`src/rtl/fifo_rd_pkg.sv`:
```
// Shared types and defaults for the FIFO read-side packet packer.
package fifo_rd_pkg;

    // Default output word width in bytes and packet counter width.
    localparam int WBYTES_DEF = 4;
    localparam int CNTW_DEF   = 16;

    // Packer control states: waiting for a length header, collecting payload,
    // or holding a completed word that the output register cannot take yet.
    typedef enum logic [1:0] {
        S_HDR  = 2'd0,
        S_PAY  = 2'd1,
        S_HOLD = 2'd2
    } state_t;

endpackage

```
`src/rtl/fifo_rd_packer_if.sv`:
```
// FIFO read port plus packed-word output stream of the packer.
interface fifo_rd_packer_if #(
    parameter int WBYTES = 4
);
    logic [7:0]          rdata;
    logic                empty;
    logic                read;
    logic [8*WBYTES-1:0] out_data;
    logic [WBYTES-1:0]   out_keep;
    logic                out_last;
    logic                out_valid;
    logic                out_ready;

    // The packer drives the pop request and the output word.
    modport master (
        input  rdata,
        input  empty,
        input  out_ready,
        output read,
        output out_data,
        output out_keep,
        output out_last,
        output out_valid
    );

    // The surrounding FIFO and downstream consumer.
    modport slave (
        output rdata,
        output empty,
        output out_ready,
        input  read,
        input  out_data,
        input  out_keep,
        input  out_last,
        input  out_valid
    );
endinterface

```
`src/rtl/fifo_rd_outreg.sv`:
```
// Single-entry output holding register with valid/ready handshake.
module fifo_rd_outreg #(
    parameter int WBYTES = 4
) (
    input  logic                rclk,
    input  logic                rrst,
    input  logic                load,
    input  logic [8*WBYTES-1:0] load_data,
    input  logic [WBYTES-1:0]   load_keep,
    input  logic                load_last,
    input  logic                out_ready,
    output logic [8*WBYTES-1:0] out_data,
    output logic [WBYTES-1:0]   out_keep,
    output logic                out_last,
    output logic                out_valid,
    output logic                free
);

    // Register can accept a new word if it is empty or being drained now.
    assign free = ~out_valid | out_ready;

    // Word payload only changes on a load, so it stays stable while stalled.
    always_ff @(posedge rclk or negedge rrst) begin
        if (!rrst) begin
            out_data <= '0;
            out_keep <= '0;
            out_last <= 1'b0;
        end else if (load) begin
            out_data <= load_data;
            out_keep <= load_keep;
            out_last <= load_last;
        end
    end

    // Valid sets on load and clears when the consumer takes the word.
    always_ff @(posedge rclk or negedge rrst) begin
        if (!rrst) begin
            out_valid <= 1'b0;
        end else if (load) begin
            out_valid <= 1'b1;
        end else if (out_ready) begin
            out_valid <= 1'b0;
        end
    end

endmodule

```
`src/rtl/fifo_rd_packer.sv`:
```
// Pops length-prefixed packets from a byte FIFO and packs the payload into
// little-endian words of WBYTES lanes with keep/last framing.
module fifo_rd_packer
    import fifo_rd_pkg::*;
#(
    parameter int WBYTES = WBYTES_DEF,
    parameter int CNTW   = CNTW_DEF
) (
    input  logic             rclk,
    input  logic             rrst,
    fifo_rd_packer_if.master bus,
    output logic [CNTW-1:0]  pkt_count,
    output logic             busy
);

    // Lane index must be able to hold WBYTES itself (a full word).
    localparam int IDXW = $clog2(WBYTES + 1);

    state_t              state_reg, state_next;
    logic [IDXW-1:0]     idx_reg, idx_next;
    logic [7:0]          remaining_reg, remaining_next;
    logic [8*WBYTES-1:0] acc_reg, acc_next;

    logic                pop;
    logic                free;
    logic                load;
    logic [8*WBYTES-1:0] load_data;
    logic [WBYTES-1:0]   load_keep;
    logic                load_last;

    logic [IDXW-1:0]     idx_inc;
    logic [8*WBYTES-1:0] lane_word;
    logic [WBYTES-1:0]   keep_pay;
    logic [WBYTES-1:0]   keep_hold;

    // Pop whenever data is present and no completed word is parked; gated by
    // reset so nothing is consumed while the block is held in reset.
    assign bus.read = ~bus.empty & (state_reg != S_HOLD) & rrst;
    assign pop      = bus.read;
    assign idx_inc  = idx_reg + IDXW'(1);
    assign busy     = (state_reg != S_HDR) | bus.out_valid;

    // Per-lane merge of the incoming byte and the keep masks for a word that
    // completes this cycle (idx+1 lanes) or one parked in S_HOLD (idx lanes).
    generate
        for (genvar gi = 0; gi < WBYTES; gi++) begin : g_lane
            assign lane_word[8*gi +: 8] = (IDXW'(gi) == idx_reg) ? bus.rdata
                                                                 : acc_reg[8*gi +: 8];
            assign keep_pay[gi]  = (IDXW'(gi) < idx_inc);
            assign keep_hold[gi] = (IDXW'(gi) < idx_reg);
        end
    endgenerate

    // Next-state and word-assembly decisions.
    always_comb begin
        state_next     = state_reg;
        idx_next       = idx_reg;
        remaining_next = remaining_reg;
        acc_next       = acc_reg;
        load           = 1'b0;
        load_data      = acc_reg;
        load_keep      = keep_hold;
        load_last      = (remaining_reg == 8'd0);

        case (state_reg)
            S_HDR: begin
                // A zero-length header is simply dropped.
                if (pop && (bus.rdata != 8'd0)) begin
                    remaining_next = bus.rdata;
                    idx_next       = '0;
                    acc_next       = '0;
                    state_next     = S_PAY;
                end
            end
            S_PAY: begin
                if (pop) begin
                    remaining_next = remaining_reg - 8'd1;
                    if ((idx_inc == IDXW'(WBYTES)) || (remaining_reg == 8'd1)) begin
                        if (free) begin
                            load       = 1'b1;
                            load_data  = lane_word;
                            load_keep  = keep_pay;
                            load_last  = (remaining_reg == 8'd1);
                            acc_next   = '0;
                            idx_next   = '0;
                            state_next = (remaining_reg == 8'd1) ? S_HDR : S_PAY;
                        end else begin
                            // Park the finished word until the output frees up.
                            acc_next   = lane_word;
                            idx_next   = idx_inc;
                            state_next = S_HOLD;
                        end
                    end else begin
                        acc_next = lane_word;
                        idx_next = idx_inc;
                    end
                end
            end
            S_HOLD: begin
                if (free) begin
                    load       = 1'b1;
                    acc_next   = '0;
                    idx_next   = '0;
                    state_next = (remaining_reg == 8'd0) ? S_HDR : S_PAY;
                end
            end
            default: begin
                state_next = S_HDR;
            end
        endcase
    end

    // Control and accumulator registers.
    always_ff @(posedge rclk or negedge rrst) begin
        if (!rrst) begin
            state_reg     <= S_HDR;
            idx_reg       <= '0;
            remaining_reg <= '0;
            acc_reg       <= '0;
        end else begin
            state_reg     <= state_next;
            idx_reg       <= idx_next;
            remaining_reg <= remaining_next;
            acc_reg       <= acc_next;
        end
    end

    // Completed-packet counter, wraps naturally at 2^CNTW.
    always_ff @(posedge rclk or negedge rrst) begin
        if (!rrst) begin
            pkt_count <= '0;
        end else if (bus.out_valid & bus.out_ready & bus.out_last) begin
            pkt_count <= pkt_count + CNTW'(1);
        end
    end

    fifo_rd_outreg #(
        .WBYTES (WBYTES)
    ) u_outreg (
        .rclk      (rclk),
        .rrst      (rrst),
        .load      (load),
        .load_data (load_data),
        .load_keep (load_keep),
        .load_last (load_last),
        .out_ready (bus.out_ready),
        .out_data  (bus.out_data),
        .out_keep  (bus.out_keep),
        .out_last  (bus.out_last),
        .out_valid (bus.out_valid),
        .free      (free)
    );

endmodule
```
`src/flat_wrapper.sv`:
```
// flat-port wrapper written by rule: the top's interface ports become plain ports
module fifo_rd_packer_flat import fifo_rd_pkg::*;
#(
    parameter int WBYTES = WBYTES_DEF,
    parameter int CNTW   = CNTW_DEF
)
  (rclk, rrst, pkt_count, busy, bus_rdata, bus_empty, bus_out_ready, bus_read, bus_out_data, bus_out_keep, bus_out_last, bus_out_valid);
  fifo_rd_packer_if #(.WBYTES(WBYTES)) bus_i ();
  input  logic rclk;
  input  logic rrst;
  output logic [CNTW-1:0] pkt_count;
  output logic busy;
  input wire logic [$bits(bus_i.rdata)-1:0] bus_rdata;
  input wire logic [$bits(bus_i.empty)-1:0] bus_empty;
  input wire logic [$bits(bus_i.out_ready)-1:0] bus_out_ready;
  output wire logic [$bits(bus_i.read)-1:0] bus_read;
  output wire logic [$bits(bus_i.out_data)-1:0] bus_out_data;
  output wire logic [$bits(bus_i.out_keep)-1:0] bus_out_keep;
  output wire logic [$bits(bus_i.out_last)-1:0] bus_out_last;
  output wire logic [$bits(bus_i.out_valid)-1:0] bus_out_valid;
  assign bus_i.rdata = bus_rdata;
  assign bus_i.empty = bus_empty;
  assign bus_i.out_ready = bus_out_ready;
  assign bus_read = bus_i.read;
  assign bus_out_data = bus_i.out_data;
  assign bus_out_keep = bus_i.out_keep;
  assign bus_out_last = bus_i.out_last;
  assign bus_out_valid = bus_i.out_valid;
  fifo_rd_packer #(.WBYTES(WBYTES), .CNTW(CNTW)) u_core (.rclk(rclk), .rrst(rrst), .bus(bus_i), .pkt_count(pkt_count), .busy(busy));
endmodule
```
`config.mk`:
```
export PLATFORM = sky130hd
export DESIGN_NAME = fifo_rd_packer_flat
export DESIGN_NICKNAME = d
export VERILOG_FILES = /design/src/rtl/fifo_rd_pkg.sv /design/src/rtl/fifo_rd_packer_if.sv /design/src/rtl/fifo_rd_outreg.sv /design/src/rtl/fifo_rd_packer.sv /design/src/flat_wrapper.sv
export SDC_FILE = /design/constraint.sdc
export NUM_CORES = 1
export LEC_CHECK = 0
export ABC_AREA = 1
export CAP_MARGIN = 20
export CORE_MARGIN = 4
export CORE_UTILIZATION = 50
export DETAILED_ROUTE_END_ITERATION = 10
export PLACE_DENSITY = 0.79
export SLEW_MARGIN = 20
export SYNTH_ARGS = -nofsm -noshare
export SYNTH_HDL_FRONTEND = slang
export SYNTH_SLANG_ARGS = --single-unit
```
`constraint.sdc`:
```
create_clock -name rclk -period 5.65 [get_ports rclk]
set_clock_uncertainty 0.15 [all_clocks]
set_input_delay 0.8475 -clock rclk [delete_from_list [all_inputs] [get_ports rclk]]
set_output_delay 0.8475 -clock rclk [all_outputs]
set_load 0.1 [all_outputs]
```
==> flow_summary.toml, run 1 <==
[synthesis]
syn-num-nets = 743
synthAdderAreaFrac_pct = 2.80
synth_simple_gate_area_share_pct = 27.7
ys_types = 29
synth_top_family_by_area = "simple AND/OR/NAND/NOR gates"
synth_compound_area_share_pct = 13.0
syn_inst = 719
ys_seq_area_share_pct = 46.2
synth_mux_area_share_pct = 0.210
syn_area_per_cell_um2 = 7.46
ys_seq_elements = 99
yosysWarnings = 0
synth_xor_area_share_pct = 2.61
syn_area_um2 = 5360

[power_and_ir_drop]
cellLeakagePower_nw = 3.02
powerDensity_nw_per_um2 = 461
finalPower_mw = 2.87
ir_worst_vdd_uv = 291

[clock_network]
clk_pin_slew_ns = 0.11
postCtsSetupRepairBufs = 0
cts_tree = "done"
numCtsBuffers = 9
cts_num_sinks = 99
clock_latency_ns = 0.37
cts_resized = 0
htreeDepth = 3
root_buffer = "clkbuf_8"
clock_path_buffers = 2
hold_buffers = 0

[sta]
hold_slack_ns = 0.236
finalMaxSlewViolations = 0
worst_slew_pin_slew_ns = 0.993
rsz0062_at_grt = "false"
slew-limit-headroom_pct = 33.6
fmax_mhz = 265
final_hold_viol_count = 0
finalCriticalPeriod_ns = 3.77
setup_viol = 0
setup_tns_ns = 0
post-route-period-util_pct = 66.7

[global_routing]
antenna_found_initial = 0
track_usage_pct = 20.9
first_global_vias = 4607
grt_max_degree = 72
gr-total-overflow = 0
grt_pass1_wl_um = 21700

[min_path]
hold_path_class = "in2async"

[final_layout]
nFillCells = 930
drive_gt1_share_pct = 5.18
final_core_util_pct = 60.1
n_antenna_cell = 0
finalNetCount = 791
layout_commonest_cell = "nand2_1"
final_cell_mix = "nand2_1, dfrtp_1, o21ai_0, clkdlybuf4s50_1, nor2_1"
area_growth_pct = 16.2
layout.cells.non_filler = 908

[setup_path]
end_kind = "output port"
crit_start = "bus_empty"
critPathKind = "in2out"
crit_fanout = 4
startpoint_type = "input port"
r2r_start = "u_core.state_reg[0]$_DFFE_PN0P_"
arrival_ns = 2.77
cp.required_ns = 4.65

[floorplanning]
core-area_um2 = 10400
initial_core_util_pct = 51.7
rows = 37
dieWidth_um = 112
die_height_um = 112
io_pins = 68
dieArea_um2 = 12400

[placed_design]
place_inst = 892
numPortBuffers = 67
hpwl_um = 8680
gp_congestion = 0.883

[run_status]
status = "completed"

[detailed_routing]
drt-initial-drc-count = 349
drt_wl_total_um = 12800
routed-via-count = 4839
post_drt_wl_per_cell_um = 14.2
drc = 0
firstDrtPassIters = 5
routed_via_density = 5.33
antenna_left = 0

[job]
max_cap_violations = 0
worst max-delay path: stages:
cell and delay (ns):
clkdlybuf4s50_1 0.40, nor2_1 0.11, nand2_1 0.17, inv_1 0.10
clkdlybuf4s50_1 1.13
path summary, 6_finish.rpt:
| path | to | slack [ns] | cells after the start |
|---|---|---|---|
| min in group rclk | u_core.pkt_count[15]$_DFFE_PN0P_ | 0.33 | 1 |
| max in group asynchronous | u_core.acc_reg[2]$_DFFE_PN0P_ | 3.84 | 2 |
| hold / removal | u_core.pkt_count[8]$_DFFE_PN0P_ | 0.24 | 1 |
| setup / recovery | bus_read | 1.88 | 5 |
| hold reg to reg | u_core.pkt_count[15]$_DFFE_PN0P_ | 0.33 | 1 |
| setup reg to reg | u_core.u_outreg.out_keep[2]$_DFFE_PN0P_ | 2.43 | 11 |
routing by layer:
metal / wire length (µm) / part of all wire (%) / global-route usage [%]
met1: 5540 / 43 / 27.7
met2: 6110 / 48 / 33.5
met3: 881 / 6.9 / 4.67
met4: 321 / 2.5 / 7.95
met5: 0 / 0 / 0
stage by stage:
step	worst slack [ns]	cell area (µm²)
after global routing	1.82	6230
after floorplan	2.93	5360
after detailed placement	1.89	6050
after global placement	1.94	6020
final	1.88	6230
after CTS	1.89	6230
final cells by class:
class	instances	area [µm²]	area share, %
inverter	56	210	3.37
tap	136	170	2.73
sequential	99	2480	39.8
clock inverter	7	57.6	0.924
timing repair buffer	70	711	11.4
clock buffer	9	124	1.99
multi-input combinational	531	2480	39.8
logic make-up after synthesis:
| kind of cell | count (synthesis) |
|---|---|
| buffers and inverters | 89 |
| and+or+nand+nor | 368 |
| xor gates and xnor gates | 16 |
| adders and majority gates | 12 |
| DFF | 99 |
| muxes | 1 |
| AOI/OAI and AO/OA | 134 |
report_power, final:
group / total, mW / switching (mW) / internal, mW
combinational: 1.43 / 1.04 / 0.389
sequential: 1.01 / 0.135 / 0.879
clock: 0.432 / 0.266 / 0.166
total: 2.87 / 1.44 / 1.43
synth_stat cells:
| cell type | instances | area [µm²] |
|---|---|---|
| xor2_1 | 8 | 70.1 |
| buf_6 | 7 | 78.8 |
| mux2_2 | 1 | 11.3 |
| nor3_1 | 4 | 20.0 |
| nand3_2 | 1 | 10.0 |
| ha_1 | 12 | 150 |
| inv_2 | 3 | 11.3 |
| dfrtp_1 | 99 | 2480 |
| inv_1 | 53 | 199 |
| o21ai_1 | 9 | 45.0 |
| o211ai_1 | 1 | 7.51 |
| buf_4 | 1 | 7.51 |
| clkbuf_1 | 16 | 60.1 |
| nand2_1 | 259 | 972 |
| o21ai_4 | 1 | 16.3 |
| a31oi_1 | 1 | 6.26 |
| xnor2_1 | 8 | 70.1 |
| nand3_4 | 1 | 17.5 |
| nand2_2 | 6 | 37.5 |
| nand3_1 | 28 | 140 |
| nor2_1 | 61 | 229 |
| a21oi_1 | 24 | 120 |
| o21ai_0 | 95 | 475 |
| nor2_2 | 3 | 18.8 |
| buf_2 | 9 | 45.0 |
| and3b_1 | 1 | 8.76 |
| o21ai_2 | 3 | 26.3 |
| nand4_1 | 3 | 18.8 |
| nor2_4 | 1 | 11.3 |
(Power assumes the default switching activity.)
==> run 2, diff against run 1 <==
--- a/config.mk
+++ b/config.mk
@@ -10,7 +10,7 @@
 export CORE_MARGIN = 4
 export CORE_UTILIZATION = 50
 export DETAILED_ROUTE_END_ITERATION = 10
-export PLACE_DENSITY = 0.79
+export PLACE_DENSITY = 0.82
 export SLEW_MARGIN = 20
 export SYNTH_ARGS = -nofsm -noshare
 export SYNTH_HDL_FRONTEND = slang
==> constraint.sdc (replaced) <==
create_clock -name rclk -period 3.3 [get_ports rclk]
set_clock_uncertainty 0.15 [all_clocks]
set_input_delay 0.495 -clock rclk [delete_from_list [all_inputs] [get_ports rclk]]
set_output_delay 0.495 -clock rclk [all_outputs]
set_load 0.1 [all_outputs]
==> flow_summary.toml, run 2 (same netlist as run 1, synthesis figures left out) <==
[setup_path]
worstPathCellList = "dlygate4sd3_1 -> buf_4 -> nand2_1 -> nor2_2 -> nand3_4 -> o21ai_0 -> o21ai_2"
r2r_cells = 8
startpoint_type = "input port"
crit_start = "rrst"
slowest_stage = "dlygate4sd3_1"
worstSetupPathDepth = 7
cp.required_ns = 3.41
arrival_ns = 2.74
critPathKind = "in2reg"
critical_path.top_delay_family = "simple AND/OR/NAND/NOR gates"
reg2reg_slack_ns = 0.78
cpPeakStageDelay_ns = 0.53
crit_fanout = 54
end_kind = "flip-flop"
r2r_start = "u_core.state_reg[0]$_DFFE_PN0P_"
crit_buf_inv = 2

[detailed_routing]
drt_wl_total_um = 13000
routed_via_density = 5.37
routed-via-count = 4898
wl_met1_um = 5750
antenna_left = 0
drc = 0
post_drt_wl_per_cell_um = 14.2
wl_met3_um = 896
drt-initial-drc-count = 364
met2_length_um = 6010
top_layer = "met4"
firstDrtPassIters = 5

[final_layout]
finalNetCount = 795
stdcell_area_um2 = 6150
area_growth_pct = 14.7
final_cell_mix = "nand2_1, dfrtp_1, o21ai_0, nor2_1, buf_4"
nFillCells = 955
layout_commonest_cell = "nand2_1"
layout.cells.non_filler = 912
n_antenna_cell = 0
drive_gt1_share_pct = 12.8

[power_and_ir_drop]
powerDensity_nw_per_um2 = 808
ir_worst_vdd_uv = 482
cellLeakagePower_nw = 3.16

[sta]
slew-limit-headroom_pct = 47.5
setup_slack_ns = 0.671
rsz0062_at_grt = "false"
final_hold_viol_count = 0
finalCriticalPeriod_ns = 2.63
setup_viol = 0
setup_tns_ns = 0
fmax_mhz = 380
finalMaxSlewViolations = 0
worst_slew_pin_slew_ns = 0.784
post-route-period-util_pct = 79.7

[placed_design]
place_inst = 895
hpwl_um = 8760
numPortBuffers = 67
gp_congestion = 0.907
placed_area_um2 = 5930
place_ws_ns = 0.657

[floorplanning]
core-area_um2 = 10400
dieArea_um2 = 12400
die_height_um = 112
rows = 37
io_pins = 68
dieWidth_um = 112
initial_core_util_pct = 51.7

[min_path]
hp-start = "u_core.pkt_count[15]$_DFFE_PN0P_"
hold_path_class = "reg2reg"
whs_path_depth = 1

[global_routing]
grt_max_degree = 84
antenna_found_initial = 0
track_usage_pct = 21.4
first_global_vias = 4732
grt_pass1_wl_um = 22000
gr-total-overflow = 0

[clock_network]
root_buffer = "clkbuf_8"
postCtsSetupRepairBufs = 0
numCtsBuffers = 9
clock_latency_ns = 0.38
htreeDepth = 3
cts_tree = "done"
clk_pin_slew_ns = 0.10
clock_path_buffers = 2
cts_num_sinks = 99

[job]
max_cap_violations = 0

[run_status]
status = "completed"
-- run 2: cell count changes in the layout (fill, tap and decap cells not counted) --
cell / delta
bufinv_16: +1
buf_6: +1
clkinvlp_4: -2
buf_4: +58
inv_6: -1
buf_12: +1
inv_8: +1
dlygate4sd3_1: +1
buf_16: -1
clkinv_4: +1
clkdlybuf4s50_1: -56
-- run 2: worst paths after layout --
| path | end |
|---|---|
| setup / recovery | u_core.u_outreg.out_keep[3]$_DFFE_PN0P_ |
| min in group asynchronous | u_core.u_outreg.out_data[3]$_DFFE_PN0P_ |
| setup reg to reg | u_core.u_outreg.out_keep[3]$_DFFE_PN0P_ |
| hold reg to reg | u_core.pkt_count[15]$_DFFE_PN0P_ |
| max in group asynchronous | u_core.u_outreg.out_last$_DFFE_PN0P_ |
| hold / removal | u_core.pkt_count[15]$_DFFE_PN0P_ |
-- run 2: worst reg2reg max path: stages (launching register included) --
cell and delay, ns:
dfrtp_1 0.41, inv_1 0.08, ha_1 0.25, nor2_1 0.11
nand2_1 0.16, nor2_2 0.24, nand3_4 0.46, o21ai_0 0.48
o21ai_2 0.07
-- run 2: per-stage QoR --
step                      utilization, %  total power, mW  hold WS (ns)
after detailed placement            57.1             4.14         0.223
after floorplan                        -             3.61        0.0494
after CTS                           59.2             4.97         0.337
after global routing                59.3             5.33         0.357
final                               59.3             4.97         0.336
after global placement              57.1             4.06         0.221
-- run 2: what timing repair did --
action                    4_1_cts  5_1_grt
gates resized for setup         0        0
hold buffers                    1        0
hold endpoints to repair       16        0
-- run 2: area by class of cell --
class                           instances  area [µm²]  share of cell area, %
Clock buffer                            9         124                   2.02
Clock inverter                          7        83.8                   1.36
Inverter                               56         210                   3.42
Multi-Input combinational cell        531        2480                   40.4
Sequential cell                        99        2480                   40.3
Tap cell                              136         170                   2.77
Timing Repair Buffer                   74         599                   9.75
-- run 2: power breakdown --
part	leakage, nW	switching [mW]	internal, mW	total (mW)
combinational	1.71	1.78	0.628	2.41
clock	0.108	0.458	0.365	0.823
sequential	1.35	0.232	1.50	1.74
total	3.16	2.47	2.50	4.97
-- run 2: layer usage --
| metal | vias to the layer above | GRT usage (%) |
|---|---|---|
| li1 | 2376 | - |
| met1 | 2300 | 28.5 |
| met2 | 195 | 34.4 |
| met3 | 27 | 3.97 |
| met4 | 0 | 8.84 |
| met5 | - | 0 |
==> run 3, diff against run 2 <==
==> constraint.sdc (replaced) <==
create_clock -name rclk -period 2.25 [get_ports rclk]
set_clock_uncertainty 0.15 [all_clocks]
set_input_delay 0.3375 -clock rclk [delete_from_list [all_inputs] [get_ports rclk]]
set_output_delay 0.3375 -clock rclk [all_outputs]
set_load 0.1 [all_outputs]
==> flow_summary.toml, run 3 (same netlist as run 1, synthesis figures left out) <==
[run_status]
status = "completed"

[clock_network]
clk_pin_slew_ns = 0.10
clock_path_buffers = 2
numCtsBuffers = 9
cts_tree = "done"
cts_num_sinks = 99
htreeDepth = 3
root_buffer = "clkbuf_8"
clock_latency_ns = 0.37

[setup_path]
r2r_cells = 10
cp.required_ns = 1.76
crit_fanout = 4
arrival_ns = 1.67
reg2reg_slack_ns = 0.17
startpoint_type = "flip-flop"
end_kind = "output port"
critPathKind = "reg2out"
reg2reg_to = "u_core.u_outreg.out_data[16]$_DFFE_PN0P_"
r2r_start = "u_core.idx_reg[1]$_DFFE_PN0P_"

[floorplanning]
initial_core_util_pct = 51.7
rows = 37
die_height_um = 112
io_pins = 68
core-area_um2 = 10400
dieArea_um2 = 12400
dieWidth_um = 112

[min_path]
hold_path_class = "reg2reg"
whs_path_depth = 2
hp-start = "u_core.u_outreg.out_data[12]$_DFFE_PN0P_"
whs_endpoint = "u_core.u_outreg.out_data[12]$_DFFE_PN0P_"

[final_layout]
final_core_util_pct = 61.1
stdcell_area_um2 = 6340
finalNetCount = 811
nFillCells = 923
layout_commonest_cell = "nand2_1"
area_growth_pct = 18.3
n_antenna_cell = 0
drive_gt1_share_pct = 15.0
final_cell_mix = "nand2_1, dfrtp_1, o21ai_0, buf_4, nor2_1"
multiInputGateArea_um2 = 2480
regArea_um2 = 2480
layout.cells.non_filler = 928

[detailed_routing]
post_drt_wl_per_cell_um = 14.6
routed-via-count = 5011
routed_via_density = 5.40
drt_wl_total_um = 13500
antenna_left = 0
drt-initial-drc-count = 383
drc = 0
firstDrtPassIters = 5

[placed_design]
placed_area_um2 = 6100
numPortBuffers = 67
place_inst = 910
gp_congestion = 0.899
hpwl_um = 9240

[sta]
finalCriticalPeriod_ns = 2.15
setup_viol = 0
rsz0062_at_grt = "false"
worst_slew_pin_slew_ns = 0.533
slew-limit-headroom_pct = 64.4
setup_tns_ns = 0
final_hold_viol_count = 0
finalMaxSlewViolations = 0
post-route-period-util_pct = 95.8
fmax_mhz = 464

[global_routing]
grt_pass1_wl_um = 22800
track_usage_pct = 22.1
gr-total-overflow = 0
first_global_vias = 4939
antenna_found_initial = 0
grt_max_degree = 100

[job]
max_cap_violations = 0

[power_and_ir_drop]
ir_worst_vdd_uv = 820
finalPower_mw = 7.48
powerDensity_nw_per_um2 = 1180
cellLeakagePower_nw = 3.26
-- run 3: cell types whose count changed in the layout (fill, tap and decap cells not counted), moves of 2 or more --
cell | before | now
dfrtp_1 | 99 | 96
buf_4 | 61 | 72
dfrtp_2 | 0 | 3
inv_8 | 2 | 0
buf_12 | 1 | 6
-- run 3: repair_timing --
action | 4_1_cts | 5_1_grt
pin swaps | 0 | 0
resized for setup | 0 | 6
hold buffers | 1 | 0
buffers inserted | 1 | 0
setup endpoints to repair | 1 | 31
hold endpoints to repair | 99 | 0
-- run 3: where the power goes --
| part | internal (mW) | switching (mW) | leakage [nW] |
|---|---|---|---|
| Combinational | 1.05 | 2.66 | 1.81 |
| Clock | 0.534 | 0.683 | 0.107 |
| Sequential | 2.21 | 0.343 | 1.35 |
-- run 3: stage by stage --
step / hold WS, ns / setup slack [ns]
2_1_floorplan: -0.108 / 0.0345
3_3_place_gp: 0.316 / 0.0809
3_5_place_dp: 0.319 / 0.0264
4_1_cts: 0.346 / 0.0319
5_1_grt: 0.362 / 0.00760
6_report: 0.344 / 0.0951
-- run 3: layout make-up --
type / count / share of cell area, %
Multi-Input combinational cell: 531 / 39.2
Clock inverter: 7 / 1.36
Timing Repair Buffer: 90 / 12.3
Tap cell: 136 / 2.68
Inverter: 56 / 3.35
Sequential cell: 99 / 39.1
Clock buffer: 9 / 1.95
-- run 3: worst max path at each step --
stage / slack, ns / cells after the start / to / startpoint
final: 0.1 / 6 / bus_read / u_core.state_reg[1]$_DFFE_PN0P_
after global routing: 0.008 / 6 / bus_read / u_core.state_reg[1]$_DFFE_PN0P_
after CTS: 0.03 / 6 / bus_read / u_core.state_reg[1]$_DFFE_PN0P_
after detailed placement: 0.03 / 7 / u_core.pkt_count[15]$_DFFE_PN0P_ / bus_out_ready
after global placement: 0.08 / 7 / u_core.pkt_count[15]$_DFFE_PN0P_ / bus_out_ready
after floorplan: 0.03 / 8 / u_core.pkt_count[15]$_DFFE_PN0P_ / u_core.pkt_count[3]$_DFFE_PN0P_
-- run 3: worst max-delay path, cell delays in order, from the launching register on --
cell and delay (ns):
dfrtp_1 0.43, ha_2 0.22, nor2_1 0.10, nand2_1 0.09, buf_4 0.17, inv_1 0.10
buf_12 0.18
-- run 3: per-layer routing --
layer  up-vias  GRT usage [%]  share of wire, %  routed length, µm
li1       2415              -                 -                  -
met1      2396           28.9                43               5800
met2       170           36.5                48               6510
met3        30           4.62               6.3                857
met4         0           8.03               2.5                338
met5         -              0                 0                  0
